## src/rtl/jk_cmd_driver.sv

```systemverilog
// Command sequencer for a single-bit JK flip-flop stage: applies op/repeat
// commands one J/K pulse at a time and checks the fed-back Q against a model.
module jk_cmd_driver #(
    parameter int CNT_W = 4
) (
    input  logic             clk,
    input  logic             rst_n,
    input  logic             cmd_valid,
    output logic             cmd_ready,
    input  logic [1:0]       cmd_op,
    input  logic [CNT_W-1:0] cmd_rep,
    output logic             J,
    output logic             K,
    input  logic             q_fb,
    output logic             exp_q,
    output logic             done,
    output logic             err
);

    typedef enum logic [1:0] {
        S_IDLE  = 2'd0,
        S_DRIVE = 2'd1,
        S_CHECK = 2'd2
    } state_t;

    state_t             r_state;
    state_t             w_state_nxt;
    logic [1:0]         r_op;
    logic [1:0]         w_op_nxt;
    logic [CNT_W-1:0]   r_cnt;
    logic [CNT_W-1:0]   w_cnt_nxt;
    logic               r_j;
    logic               r_k;
    logic               w_j_nxt;
    logic               w_k_nxt;
    logic               r_exp_q;
    logic               w_exp_q_nxt;
    logic               r_done;
    logic               w_done_nxt;
    logic               r_err;
    logic               w_err_nxt;
    logic               w_accept;

    assign cmd_ready = (r_state == S_IDLE);
    assign w_accept  = cmd_valid && cmd_ready;

    // NOTE: every register carries the async reset, so a mid-command reset
    // drops J/K immediately instead of waiting for the next clock edge.
    // NOTE: sequential state uses non-blocking assignments only, so all
    // registers update together and no read-before-write ordering leaks in.
    always_ff @(posedge clk or negedge rst_n) begin
        if (!rst_n) begin
            r_state <= S_IDLE;
        end else begin
            r_state <= w_state_nxt;
        end
    end

    // NOTE: every signal driven here receives a default first, so no
    // branch can leave one unassigned and infer a latch.
    always_comb begin
        w_state_nxt = r_state;
        w_op_nxt    = r_op;
        w_cnt_nxt   = r_cnt;
        w_j_nxt     = 1'b0;
        w_k_nxt     = 1'b0;
        w_exp_q_nxt = r_exp_q;
        w_done_nxt  = 1'b0;
        w_err_nxt   = r_err;

        case (r_state)
            S_IDLE: begin
                if (w_accept) begin
                    // J/K are registered, so the first pulse is loaded on the
                    // accept edge to appear during the DRIVE cycle.
                    w_op_nxt    = cmd_op;
                    w_cnt_nxt   = cmd_rep;
                    w_exp_q_nxt = q_fb;
                    w_err_nxt   = 1'b0;
                    w_j_nxt     = cmd_op[1];
                    w_k_nxt     = cmd_op[0];
                    w_state_nxt = S_DRIVE;
                end
            end

            S_DRIVE: begin
                case (r_op)
                    2'b01:   w_exp_q_nxt = 1'b0;
                    2'b10:   w_exp_q_nxt = 1'b1;
                    2'b11:   w_exp_q_nxt = ~r_exp_q;
                    default: w_exp_q_nxt = r_exp_q;
                endcase
                w_state_nxt = S_CHECK;
            end

            S_CHECK: begin
                if (q_fb != r_exp_q) begin
                    w_err_nxt = 1'b1;
                end
                if (r_cnt == '0) begin
                    w_done_nxt  = 1'b1;
                    w_state_nxt = S_IDLE;
                end else begin
                    w_cnt_nxt   = r_cnt - 1'b1;
                    w_j_nxt     = r_op[1];
                    w_k_nxt     = r_op[0];
                    w_state_nxt = S_DRIVE;
                end
            end

            default: begin
                w_state_nxt = S_IDLE;
            end
        endcase
    end

    always_ff @(posedge clk or negedge rst_n) begin
        if (!rst_n) begin
            r_op    <= 2'b00;
            r_cnt   <= '0;
            r_j     <= 1'b0;
            r_k     <= 1'b0;
            r_exp_q <= 1'b0;
            r_done  <= 1'b0;
            r_err   <= 1'b0;
        end else begin
            r_op    <= w_op_nxt;
            r_cnt   <= w_cnt_nxt;
            r_j     <= w_j_nxt;
            r_k     <= w_k_nxt;
            r_exp_q <= w_exp_q_nxt;
            r_done  <= w_done_nxt;
            r_err   <= w_err_nxt;
        end
    end

    assign J     = r_j;
    assign K     = r_k;
    assign exp_q = r_exp_q;
    assign done  = r_done;
    assign err   = r_err;

endmodule

```

## config.mk

```make
export PLATFORM = sky130hd
export DESIGN_NAME = jk_cmd_driver
export DESIGN_NICKNAME = d
export VERILOG_FILES = /design/src/rtl/jk_cmd_driver.sv
export SDC_FILE = /design/constraint.sdc
export NUM_CORES = 1
export LEC_CHECK = 0
export CAP_MARGIN = 20
export CORE_MARGIN = 10
export CORE_UTILIZATION = 37
export CTS_CLUSTER_DIAMETER = 120
export DETAILED_ROUTE_END_ITERATION = 12
export PLACE_DENSITY = 0.73
export RECOVER_POWER = 100
export SYNTH_ARGS = -nofsm -noshare
export SYNTH_HDL_FRONTEND = slang
export SYNTH_SLANG_ARGS = --single-unit
export TNS_END_PERCENT = 50
```

## constraint.sdc

```tcl
create_clock -name clk -period 2.6 [get_ports clk]
set_clock_uncertainty 0.2 [all_clocks]
set_input_delay 0.52 -clock clk [delete_from_list [all_inputs] [get_ports clk]]
set_output_delay 0.52 -clock clk [all_outputs]
set_load 0.05 [all_outputs]
```

==> After elaboration in Yosys (flattened, before gate mapping) <==
Cells that the tools add are included.
{ "totals": {"register_bits": 13, "in_bits": 10, "out_inout_bits": 6} }
{ "classes": {"add_sub_neg": 1, "eq_ne": 10, "mux": 20, "bitwise": 1, "reduce_logical": 9} }
{ "ops": {"columns": ["operator", "n"], "rows": [
  ["two-way mux 1 bit", 10],
  ["AND reduction 3 bit", 3],
  ["two-way mux 4 bit", 2],
  ["case mux 1 bit (2 select lines)", 4],
  ["case mux 4 bit (2 select lines)", 1],
  ["== test 2 bit (second input constant)", 3],
  ["case mux 2 bit (3 select lines)", 1],
  ["== test 2 x 1 -> 1 bit (second input constant)", 2],
  ["logical NOT 4 bit", 1],
  ["inequality test 2 bit (second input constant)", 2],
  ["inequality test 4 bit (second input constant)", 1],
  ["nonzero test 2 bit", 2],
  ["subtractor 4 x 1 -> 4 bit (second input constant)", 1],
  ["case mux 1 bit (3 select lines)", 1],
  ["logical NOT 2 bit", 1],
  ["two-way mux 2 bit", 1],
  ["inequality test 2 x 1 -> 1 bit (second input constant)", 1],
  ["AND reduction 2 bit", 1],
  ["logical AND 1 bit", 1],
  ["inequality test 1 bit", 1],
  ["NOT 1 bit", 1]
]} }

==> Logic depth before layout (Yosys ltp) <==
{ "depth": {"ltp_word": 4, "ltp_mapped": 5, "depth_no_buf": 5} }

==> Worst setup path before layout <==
OpenSTA, ideal clock, no wires.
{ "synth_path": {"path_kind": "flip-flop to output port", "start": "register r_state[0]", "end": "output cmd_ready", "t_arrival_ns": 1.276, "t_required_ns": 1.880, "slack_ns": 0.604, "path_stages_with_launch": 3, "n_path_buf": 1, "path_cell_list": "dfrtp_1 -> clkbuf_1 -> nor2_1"} }
{ "synth_between": {"elab_chain_cells": 1} }
{ "synth_lines": {"columns": ["element", "line_no", "source"], "rows": [
  ["from (decl)", "26", "state_t r_state;"],
  ["from (signal assigned)", "55", "r_state <= w_state_nxt;"],
  ["logical NOT 2 bit", "44", "assign cmd_ready = (r_state == S_IDLE);"],
  ["to (decl)", "9", "output logic cmd_ready,"]
]} }
Every way passes these cells.

==> Final worst setup path <==
Ends and elaborated chain as after synthesis.

==> results by stage <==
Setup path:
- The category of the worst setup path capture point is a primary output.
- Along the worst path, the maximum fanout reaches 2.
- The startpoint type of the worst setup path is a flip-flop.
- Walking the worst path, the cells encountered are nor2_1 -> dlygate4sd3_1.
- The master of the slowest instance on the critical path is dlygate4sd3_1.
- The critical path is of the flip-flop to primary output type.
- Data on the critical path is required at its endpoint by ~1900 ps.
- The arrival time at the worst endpoint is about 1600 ps.
- In this design, the stage delay of the slowest critical-path cell is between 800 and 900 ps.

Global routing:
- The first global-routing pass estimated ~2600 um of wire.
- The maximum number of pins on one net before global-route repair is 15.
- The number of antenna violations at the first check in global routing is 0.
- The global routing stage identified its most utilized layer as met2.
- The global-route congestion overflow total is 0.
- The number of global-route vias before repair came to 577.
- For this run, global-route usage on met1 was measured as 0.106.
- For this run, the total global-route usage over all layers was measured as 0.0831.
- The met2 capacity usage during global routing is 0.114.
- For this run, global-route usage on met3 was measured as 0.0215.

Clock tree:
- CTS saw 13 sinks.
- The total number of H-tree levels is 1.
- In this run, CTS created clock tree buffers numbering 3.
- The number of resized instances in the post-cts repair step is 0.
- The post-CTS setup buffer count is 0.
- The clock reaches the later pin of the worst-skew pair after 270 ps.
- No sink is reached through more buffers than the 2 on the longest clock path.
- The clock tree from TritonCTS is built.
- Buffers inserted to repair hold after CTS numbered 0.
- The clock transition at the register clock pins on the worst setup and hold paths after CTS is 80 ps.
- In this run the clock root is driven by a clkbuf_4.

Drt:
- The post-route antenna net violation count is 0.
- Dividing the detail-routed wire length by the instance count gives 14.7 um.
- The number of optimization iterations in the first detailed-route pass is 5.
- The DRC violation count after routing is 0.
- In the routed layout, each cell is associated on average with a via count of 5.24.
- The number of DRC markers after the initial detailed-route iteration is 15.
- The final layout contains routed wiring with a total length of 1550 um.
- For this block, the via count after detailed routing is 550.

Yosys:
- The commonest cells after synthesis are dfrtp_1, inv_1, nor2_1.
- dfrtp_1 takes more of the synthesized area than any other cell.
- The most used flip-flop cell after synthesis is dfrtp_1.
- A synthesized cell averages 11.0 um2.
- In this run the cell area of the synthesized design comes to 671 um2.
- The number of different library cells used by synthesis comes to 31.
- The share of synthesized area in the top cell type comes to 0.485.
- In the post-synthesis netlist, the biggest area contributors are dfrtp_1, nor2b_1, mux2_1.
- The synthesized design contains 0 enable-type register cells.
- Counting every instance in the synthesized netlist gives 61.
- The post-synthesis sequential element count is 13.
- The leading cell type by number of instances after synthesis is dfrtp_1.
- For this run, the number of Yosys warnings is 0.
- The share of the yosys chip area belonging to registers is 0.485.
- When the netlist entered floorplanning its net count stood at just over 70.
- For this run, asynchronously set or reset flops after synthesis account for 1.00.

Power:
- The share of total power dissipated in sequential elements is 0.348.
- The switching share of power is 0.451.
- The power share of the combinational group is 0.530.
- The worst voltage drop across the vdd grid is between 0.6 and 0.7 mV.
- The static leakage power is 0.000365 uW.
- For this design the total switching power over the nets is 470 uW.
- The part of the total power dissipated in the clock network is 0.122.
- Cell internal power was estimated by the tool at 571 uW.
- The total power density per cell area is 1200 nW/um2.

Final layout:
- The area overhead of the layout relative to synthesis is 29.9%.
- Of the cells placed in the final design, the portion with a size suffix greater than 1 is 0.0750.
- The number of fill cells in the layout is 168.
- The final net count is 92.
- The final cell utilization of the core is 0.504.
- The antenna diode count is 0.

Job:
- The number of max-cap violations is 0.

STA:
- The slack of the critical path is 252 ps.
- The maximum clock frequency is around 0.43 GHz.
- The final setup violation count is 0.
- Setup repair after global routing left no endpoint under its margin.
- The actual transition at the worst max-transition pin is 601 ps.
- In the finished design, the share of the clock period the worst path needs comes to 0.903.
- Across all hold checks on the routed design, the worst slack comes to 340 ps.
- The tightest slew margin relative to the limit is 0.598.
- The clock period minus worst slack is 2350 ps.
- The setup TNS is 0 ps.
- The number of hold violations in the final report is 0.
- The final max-slew violation count is 0.

Hold path:
- The type of the tightest min-delay check is flip-flop to flip-flop.

Place:
- Before CTS, the worst setup slack after placement is 546 ps.
- The count of buffers added on input and output ports is 15.
- The weighted congestion at the end of routability-driven global placement is 0.797.
- The sum of net half-perimeters after detailed placement is 1160 um.

Floorplanning:
- The height of the die is 62.6 um.
- The initial standard-cell utilization of the core is 0.388.
- In this run the count of I/O pins placed on the die edge is 16.
- The placement row count is 15.
- The die is 62.6 um wide.
- In this run the standard cell core region covers around 1700 um2.
- The area enclosed by the die boundary is around 3900 um2.

Status:
- The run finished with clean final reports.
-- metal layers --
metal,part of all wire,vias to the layer above
met3,0.059,2
met5,0,-
met1,0.48,263
met4,0.025,0
met2,0.43,21
li1,-,264
-- cells by family after synthesis --
group	count (synthesis)	share of synthesized area
AOI/OAI and AO/OA	12	0.155
xor gates and xnor gates	1	0.0131
adders and majority gates	1	0.0187
buffers and inverters	7	0.0410
DFF	13	0.485
muxes	3	0.0485
and+or+nand+nor	24	0.239
-- sequential cells by signal (all words and copies together), names as in the netlist --
| name | flops |
|---|---|
| exp_q | 1 |
| r_state | 2 |
| J | 1 |
| r_cnt | 4 |
| r_op | 2 |
| err | 1 |
| done | 1 |
| K | 1 |
-- power groups by stage --
stage / clock network, uW / registers (uW) / logic [uW]
2_1_floorplan: 0 / 451 / 319
3_3_place_gp: 0 / 363 / 576
3_5_place_dp: 0 / 367 / 581
4_1_cts: 130 / 363 / 585
5_1_grt: 143 / 374 / 603
6_report: 127 / 362 / 551
-- metrics by stage --
step | total power [uW] | std cells | instance area [um2]
3_3_place_gp | 939 | 101 | 858
4_1_cts | 1080 | 105 | 885
3_5_place_dp | 948 | 101 | 858
6_report | 1040 | 105 | 871
2_1_floorplan | 770 | 61 | 671
5_1_grt | 1120 | 105 | 871
-- worst paths after layout --
| check | startpoint | endpoint | slack, ps | depth (start not counted) |
|---|---|---|---|---|
| max in group asynchronous | rst_n | exp_q$_DFFE_PN0P_ | 1320 | 1 |
| min reg2reg | err$_DFFE_PN0P_ | err$_DFFE_PN0P_ | 340 | 2 |
| min in group asynchronous | rst_n | J$_DFF_PN0_ | 480 | 1 |
| max | r_state[0]$_DFFE_PN0P_ | cmd_ready | 250 | 2 |
| min | err$_DFFE_PN0P_ | err$_DFFE_PN0P_ | 340 | 2 |
| max reg2reg | r_state[0]$_DFFE_PN0P_ | r_cnt[2]$_DFFE_PN0P_ | 700 | 4 |
-- worst max-delay path, delay by kind of cell (launching register included) --
family	cells	cell delay (ps)
flip-flops	1	380
AND/OR/NAND/NOR	1	100
buffers and inverters	1	880
-- cell usage in the layout, fill, tap and decap left out, drive strengths merged, types with 2 or more instances in the layout --
cell and count:
nand3 2, dfrtp 13, mux2 2, a2111oi 2, a32oi 2, inv 5
or4b 2, dlygate4sd3 8, nand2 2, clkbuf 5, a21oi 2, nor2 5
nor2b 4, nand2b 2, clkdlybuf4s50 7, nor3 2
-- area by class of cell --
type                       count  area [um2]  share of cell area
inverter                       5        18.8              0.0216
clock buffer                   4        26.3              0.0302
timing repair buffer          17         161               0.185
multi-input combinational     41         308               0.353
sequential                    13         325               0.374
tap                           25        31.3              0.0359
Note: power is estimated with default switching activity, not from simulation.
